`config.mk`:
```
export PLATFORM = sky130hd
export DESIGN_NAME = pc_ctrl_unit_flat
export DESIGN_NICKNAME = d
export VERILOG_FILES = /design/src/rtl/pc_ctrl_unit_if.sv /design/src/rtl/pc_ctrl_unit.sv /design/src/flat_wrapper.sv
export SDC_FILE = /design/constraint.sdc
export NUM_CORES = 1
export LEC_CHECK = 0
export ABC_CLOCK_PERIOD_IN_PS = 3700
export CAP_MARGIN = 20
export CORE_MARGIN = 2
export CORE_UTILIZATION = 46
export DETAILED_ROUTE_END_ITERATION = 12
export HOLD_SLACK_MARGIN = 0.1
export PLACE_DENSITY = 0.86
export REMOVE_ABC_BUFFERS = 1
export SLEW_MARGIN = 20
export SYNTH_ARGS = -nofsm -noshare
export SYNTH_HDL_FRONTEND = slang
export SYNTH_SLANG_ARGS = --single-unit
export TNS_END_PERCENT = 5
```
`constraint.sdc`:
```
create_clock -name clk -period 3.7 [get_ports clk]
set_input_delay 0.555 -clock clk [delete_from_list [all_inputs] [get_ports clk]]
set_output_delay 0.555 -clock clk [all_outputs]
set_load 0.03 [all_outputs]
```
`src/rtl/pc_ctrl_unit_if.sv`:
```
// Bundle between the decode/datapath side and the PC control unit.
// The master drives the decode and next-PC inputs. The slave is the PC unit.
interface pc_ctrl_unit_if #(
   parameter int unsigned WIDTH = 32
);
   logic [WIDTH-1:0] next_pc_i;
   logic             stall_i;
   logic             flag_we_i;
   logic             alu_zero_i;
   logic             alu_neg_i;
   logic             balrv_i;
   logic             baln_i;
   logic             jsp_i;
   logic             jmxor_i;
   logic             dmem_ready_i;
   logic [WIDTH-1:0] pc_o;
   logic [WIDTH-1:0] pc_plus4_o;
   logic             sel_s1_o;
   logic             sel_s2_o;
   logic             sel_s3_o;
   logic [1:0]       status_o;
   logic             link_we_o;
   logic             misalign_o;
   logic [WIDTH-1:0] retire_cnt_o;

   modport master (
      output next_pc_i, stall_i, flag_we_i, alu_zero_i, alu_neg_i,
             balrv_i, baln_i, jsp_i, jmxor_i, dmem_ready_i,
      input  pc_o, pc_plus4_o, sel_s1_o, sel_s2_o, sel_s3_o,
             status_o, link_we_o, misalign_o, retire_cnt_o
   );

   modport slave (
      input  next_pc_i, stall_i, flag_we_i, alu_zero_i, alu_neg_i,
             balrv_i, baln_i, jsp_i, jmxor_i, dmem_ready_i,
      output pc_o, pc_plus4_o, sel_s1_o, sel_s2_o, sel_s3_o,
             status_o, link_we_o, misalign_o, retire_cnt_o
   );
endinterface

```
`src/rtl/pc_ctrl_unit.sv`:
```
// PC register, {N,Z} status, and next-PC mux select control for the single-cycle core.
// Also covers link write, the jmxor memory wait, and a retired-instruction counter.
module pc_ctrl_unit #(
   parameter int unsigned    WIDTH    = 32,
   parameter logic [WIDTH-1:0] RESET_PC = '0,
   parameter int unsigned    PC_INC   = 4
) (
   input logic              clk,
   input logic              rst_n,
   pc_ctrl_unit_if.slave    bus
);
   logic [WIDTH-1:0] pc_q;
   logic [WIDTH-1:0] retire_q;
   logic [1:0]       status_q;
   logic             misalign_q;
   logic             advance_c;
   logic             br_z_c;
   logic             br_n_c;

   // A jmxor instruction waits until memory read data is valid.
   assign advance_c = ~bus.stall_i & (~bus.jmxor_i | bus.dmem_ready_i);

   // Selects use only the registered status, so a flag write is seen by the next instruction.
   assign br_z_c = bus.balrv_i & status_q[0];
   assign br_n_c = bus.baln_i  & status_q[1];

   always_ff @(posedge clk or negedge rst_n) begin
      if (!rst_n) begin
         pc_q       <= RESET_PC;
         retire_q   <= '0;
         status_q   <= 2'b00;
         misalign_q <= 1'b0;
      end else if (advance_c) begin
         pc_q     <= {bus.next_pc_i[WIDTH-1:2], 2'b00};
         retire_q <= retire_q + WIDTH'(1);
         if (bus.flag_we_i) begin
            status_q <= {bus.alu_neg_i, bus.alu_zero_i};
         end
         if (bus.next_pc_i[1:0] != 2'b00) begin
            misalign_q <= 1'b1;
         end
      end
   end

   assign bus.pc_o         = pc_q;
   assign bus.pc_plus4_o   = pc_q + WIDTH'(PC_INC);
   assign bus.sel_s1_o     = br_z_c | bus.jsp_i;
   assign bus.sel_s2_o     = br_n_c;
   assign bus.sel_s3_o     = bus.jmxor_i;
   assign bus.status_o     = status_q;
   assign bus.link_we_o    = advance_c & (br_z_c | br_n_c);
   assign bus.misalign_o   = misalign_q;
   assign bus.retire_cnt_o = retire_q;
endmodule

```
`src/flat_wrapper.sv`:
```
// flat-port wrapper written by rule: the top's interface ports become plain ports
module pc_ctrl_unit_flat 
#(
   parameter int unsigned    WIDTH    = 32,
   parameter logic [WIDTH-1:0] RESET_PC = '0,
   parameter int unsigned    PC_INC   = 4
)
  (clk, rst_n, bus_next_pc_i, bus_stall_i, bus_flag_we_i, bus_alu_zero_i, bus_alu_neg_i, bus_balrv_i, bus_baln_i, bus_jsp_i, bus_jmxor_i, bus_dmem_ready_i, bus_pc_o, bus_pc_plus4_o, bus_sel_s1_o, bus_sel_s2_o, bus_sel_s3_o, bus_status_o, bus_link_we_o, bus_misalign_o, bus_retire_cnt_o);
  pc_ctrl_unit_if #(.WIDTH(WIDTH)) bus_i ();
  input logic clk;
  input logic rst_n;
  input wire logic [$bits(bus_i.next_pc_i)-1:0] bus_next_pc_i;
  input wire logic [$bits(bus_i.stall_i)-1:0] bus_stall_i;
  input wire logic [$bits(bus_i.flag_we_i)-1:0] bus_flag_we_i;
  input wire logic [$bits(bus_i.alu_zero_i)-1:0] bus_alu_zero_i;
  input wire logic [$bits(bus_i.alu_neg_i)-1:0] bus_alu_neg_i;
  input wire logic [$bits(bus_i.balrv_i)-1:0] bus_balrv_i;
  input wire logic [$bits(bus_i.baln_i)-1:0] bus_baln_i;
  input wire logic [$bits(bus_i.jsp_i)-1:0] bus_jsp_i;
  input wire logic [$bits(bus_i.jmxor_i)-1:0] bus_jmxor_i;
  input wire logic [$bits(bus_i.dmem_ready_i)-1:0] bus_dmem_ready_i;
  output wire logic [$bits(bus_i.pc_o)-1:0] bus_pc_o;
  output wire logic [$bits(bus_i.pc_plus4_o)-1:0] bus_pc_plus4_o;
  output wire logic [$bits(bus_i.sel_s1_o)-1:0] bus_sel_s1_o;
  output wire logic [$bits(bus_i.sel_s2_o)-1:0] bus_sel_s2_o;
  output wire logic [$bits(bus_i.sel_s3_o)-1:0] bus_sel_s3_o;
  output wire logic [$bits(bus_i.status_o)-1:0] bus_status_o;
  output wire logic [$bits(bus_i.link_we_o)-1:0] bus_link_we_o;
  output wire logic [$bits(bus_i.misalign_o)-1:0] bus_misalign_o;
  output wire logic [$bits(bus_i.retire_cnt_o)-1:0] bus_retire_cnt_o;
  assign bus_i.next_pc_i = bus_next_pc_i;
  assign bus_i.stall_i = bus_stall_i;
  assign bus_i.flag_we_i = bus_flag_we_i;
  assign bus_i.alu_zero_i = bus_alu_zero_i;
  assign bus_i.alu_neg_i = bus_alu_neg_i;
  assign bus_i.balrv_i = bus_balrv_i;
  assign bus_i.baln_i = bus_baln_i;
  assign bus_i.jsp_i = bus_jsp_i;
  assign bus_i.jmxor_i = bus_jmxor_i;
  assign bus_i.dmem_ready_i = bus_dmem_ready_i;
  assign bus_pc_o = bus_i.pc_o;
  assign bus_pc_plus4_o = bus_i.pc_plus4_o;
  assign bus_sel_s1_o = bus_i.sel_s1_o;
  assign bus_sel_s2_o = bus_i.sel_s2_o;
  assign bus_sel_s3_o = bus_i.sel_s3_o;
  assign bus_status_o = bus_i.status_o;
  assign bus_link_we_o = bus_i.link_we_o;
  assign bus_misalign_o = bus_i.misalign_o;
  assign bus_retire_cnt_o = bus_i.retire_cnt_o;
  pc_ctrl_unit #(.WIDTH(WIDTH), .RESET_PC(RESET_PC), .PC_INC(PC_INC)) u_core (.clk(clk), .rst_n(rst_n), .bus(bus_i));
endmodule
```
==> results.txt, run 1 <==
Status: finished, final reports clean
Unrepaired setup endpoints after global routing: false
Setup Viol. Count Final: 0
Period utilization: 94.4%
Register area: 0.00163 mm^2
Number of fillers in the final layout: 563
Via count: 2,925
Post-DP HPWL: 6.46 mm
Grt ovf: 0
Cell Rows: 31
Synth Register Bits: 65
Relative slew slack: 44.8%
Total GRT Usage: 21.4%
CTS Buffer Depth: 2
Clk sinks: 65
Die footprint: 0.00811 mm^2
GP Congestion: 0.881
Synth area leader: dfrtp_1
Synth Cell Area: 0.00340 mm^2
Die X-Extent: 90.0 um
Nets: 494
Clock Skew: 0.00815 ns
Reg clk slew, reported paths: 0.07 ns
PD cells: 503 mW/mm^2
Register area share after synthesis: 47.8%
CTS Root Cell: clkbuf_8
Initial antenna violation count: 0
Starting density of the core: 47.2%
Postcts setup bufs: 0
Die Y: 90.0 um
Syn Area/Cell: 11.2 um^2
Num CTS Buffers: 9
Worst skew pair latency: 0.34 ns
CTS Hold Buffers Added: 0
Maximum VDD drop: 0.000336 V
Worst min path class: in -> async
Final WL: 8.71 mm
Final instance area: 0.00513 mm^2
Critical path class: reg -> out
Crit. End Element: output port
Yosys cell types: 32
Largest net degree at the start of global routing: 43
Synth Instances: 305
Post-CTS sizing: 0
Port bufs: 141
Drt drc: 0
Max_cap viols: 0
CP required: 3.14 ns
WL/cell: 15.7 um
Initial drt markers: 82
Setup TNS: 0 ns
Vias per inst: 5.29
Crit-path max FO: 10
Crit start category: flip-flop
Highest clock rate: 286 MHz
Yosys Warn Count: 0
Share of cells above drive strength 1: 14.5%
Hold Violations, Final: 0
Core Region: 0.00721 mm^2
Main area contributors after synthesis: dfrtp_1 (48%), mux2_2 (10%), xnor2_1 (8.0%), xor2_1 (7.2%), nand4_1 (3.3%)
Vias in the first global route: 2,828
I/O pin count: 146
Measured slew at the worst slew-check pin: 0.821 ns
Area Overhead vs Synth: 50.6%
Htree depth: 3
Multi-input gate area: 0.00170 mm^2
Global-route wire length before repair: 13.9 mm
Antenna diodes: 0
Placed instance area: 0.00490 mm^2
Leak: 2.02 nW
CTS tree: built
Yosys top cell area share: 47.8%
Crit path arrival time: 2.94 ns
Drt pass-1 iters: 4
Post-layout min period: 3.49 ns
Max-slew violation count: 0
Post-DRT Antenna Nets: 0
-- layer usage --
metal / up-vias / routed length, um / global-route usage [%]
li1: 1369 / - / -
met1: 1420 / 3630 / 26.5
met5: - / 0 / 0
met3: 15 / 510 / 4.44
met4: 0 / 183 / 8.46
met2: 121 / 4390 / 36.5
-- path summary, 6_finish.rpt --
check | start | end | slack (ns) | cells after the start
worst max-delay path | u_core.bus.pc_o[3] | bus_pc_plus4_o[26] | 0.21 | 6
worst max register to register | u_core.bus.retire_cnt_o[19] | u_core.bus.retire_cnt_o[31] | 1.91 | 4
min in group clk | u_core.bus.retire_cnt_o[31] | u_core.bus.retire_cnt_o[31] | 0.46 | 1
max in group asynchronous | rst_n | u_core.bus.retire_cnt_o[9] | 2.56 | 2
worst min-delay path | rst_n | u_core.bus.retire_cnt_o[24] | 0.19 | 1
worst min register to register | u_core.bus.retire_cnt_o[31] | u_core.bus.retire_cnt_o[31] | 0.46 | 1
-- where the power goes --
part / internal, mW / leakage [nW] / total, mW / switching [mW]
registers: 0.812 / 0.775 / 0.969 / 0.156
clock network: 0.414 / 0.115 / 0.682 / 0.268
logic: 0.414 / 1.13 / 0.928 / 0.513
-- cell usage after synthesis, drive strengths merged --
cell and count:
mux2 31, nor3 8, nand2b 1, a21oi 2, inv 7, nor2b 1, o21ai 3, conb 1
clkbuf 4, and3 5, xnor2 31, or2 2, ha 2, dfrtp 65, a21o 1, xor2 28
and4 4, nand3 22, or4 2, nand2 24, nand4 19, a211o 2, nor4 19, a211oi 1
and2 4, buf 9, nor2 7
-- cell type report --
class	count	share of cell area, %
multi-input cells	223	33.1
flip-flops and latches	65	31.7
repair buffers	143	27.7
clock buffers	11	2.95
well taps	99	2.42
clock inverters	5	1.51
inverters	7	0.513
-- stage by stage --
stage / std cells / hold WS (ns) / total power [mW] / worst slack [ns] / utilization, %
2_1_floorplan: 295 / 0.259 / 1.47 / 0.136 / -
3_3_place_gp: 537 / 0.455 / 1.89 / 0.737 / 67.9
3_5_place_dp: 537 / 0.455 / 1.91 / 0.606 / 67.9
4_1_cts: 553 / 0.212 / 2.60 / 0.225 / 71.1
5_1_grt: 553 / 0.234 / 2.69 / 0.0453 / 71.1
6_report: 553 / 0.194 / 2.58 / 0.206 / 71.1
-- layout by cell type (no fill, tap or decap), drive strengths merged, types with 5 or more instances in the layout --
master	instances
inv	7
clkbuf	11
nor2	7
nand2	24
mux2	31
dfrtp	65
nand3	22
nor4	19
nor3	8
and3	5
xnor2	31
nand4	19
clkdlybuf4s50	140
xor2	28
-- worst max-delay path: stages, from the launching register on --
cell	delay, ns
dfrtp_1	0.44
ha_1	0.24
nand4_1	0.18
nor3_2	0.62
nand3_1	0.18
xnor2_1	0.21
clkdlybuf4s50_1	0.72
-- cell families (layout without fill, tap and decap cells) --
group           Yosys count  count (layout)  share of synthesized area, %
fa+ha+maj                 2               2                         0.735
simple gates            118             118                          21.3
mux                      31              31                          10.3
compound gates            9               9                          1.69
other cells               1               4                         0.110
flops                    65              65                          47.8
buf+inv                  20             166                          2.98
xor+xnor                 59              59                          15.2
-- state kept, by name, indices dropped and copies added (netlist names) --
register                 flops
u_core.bus.misalign_o        1
u_core.bus.status_o          2
u_core.bus.pc_o             30
u_core.bus.retire_cnt_o     32
Power figures use the tool's default switching activity.
==> run 2: changes to the inputs <==
--- a/config.mk
+++ b/config.mk
@@ -6,7 +6,6 @@
 export NUM_CORES = 1
 export LEC_CHECK = 0
 export ABC_CLOCK_PERIOD_IN_PS = 3700
-export CAP_MARGIN = 20
 export CORE_MARGIN = 2
 export CORE_UTILIZATION = 46
 export DETAILED_ROUTE_END_ITERATION = 12
==> results of run 2 <==
Final layout, timing and power as in run 1 (identical DEF).
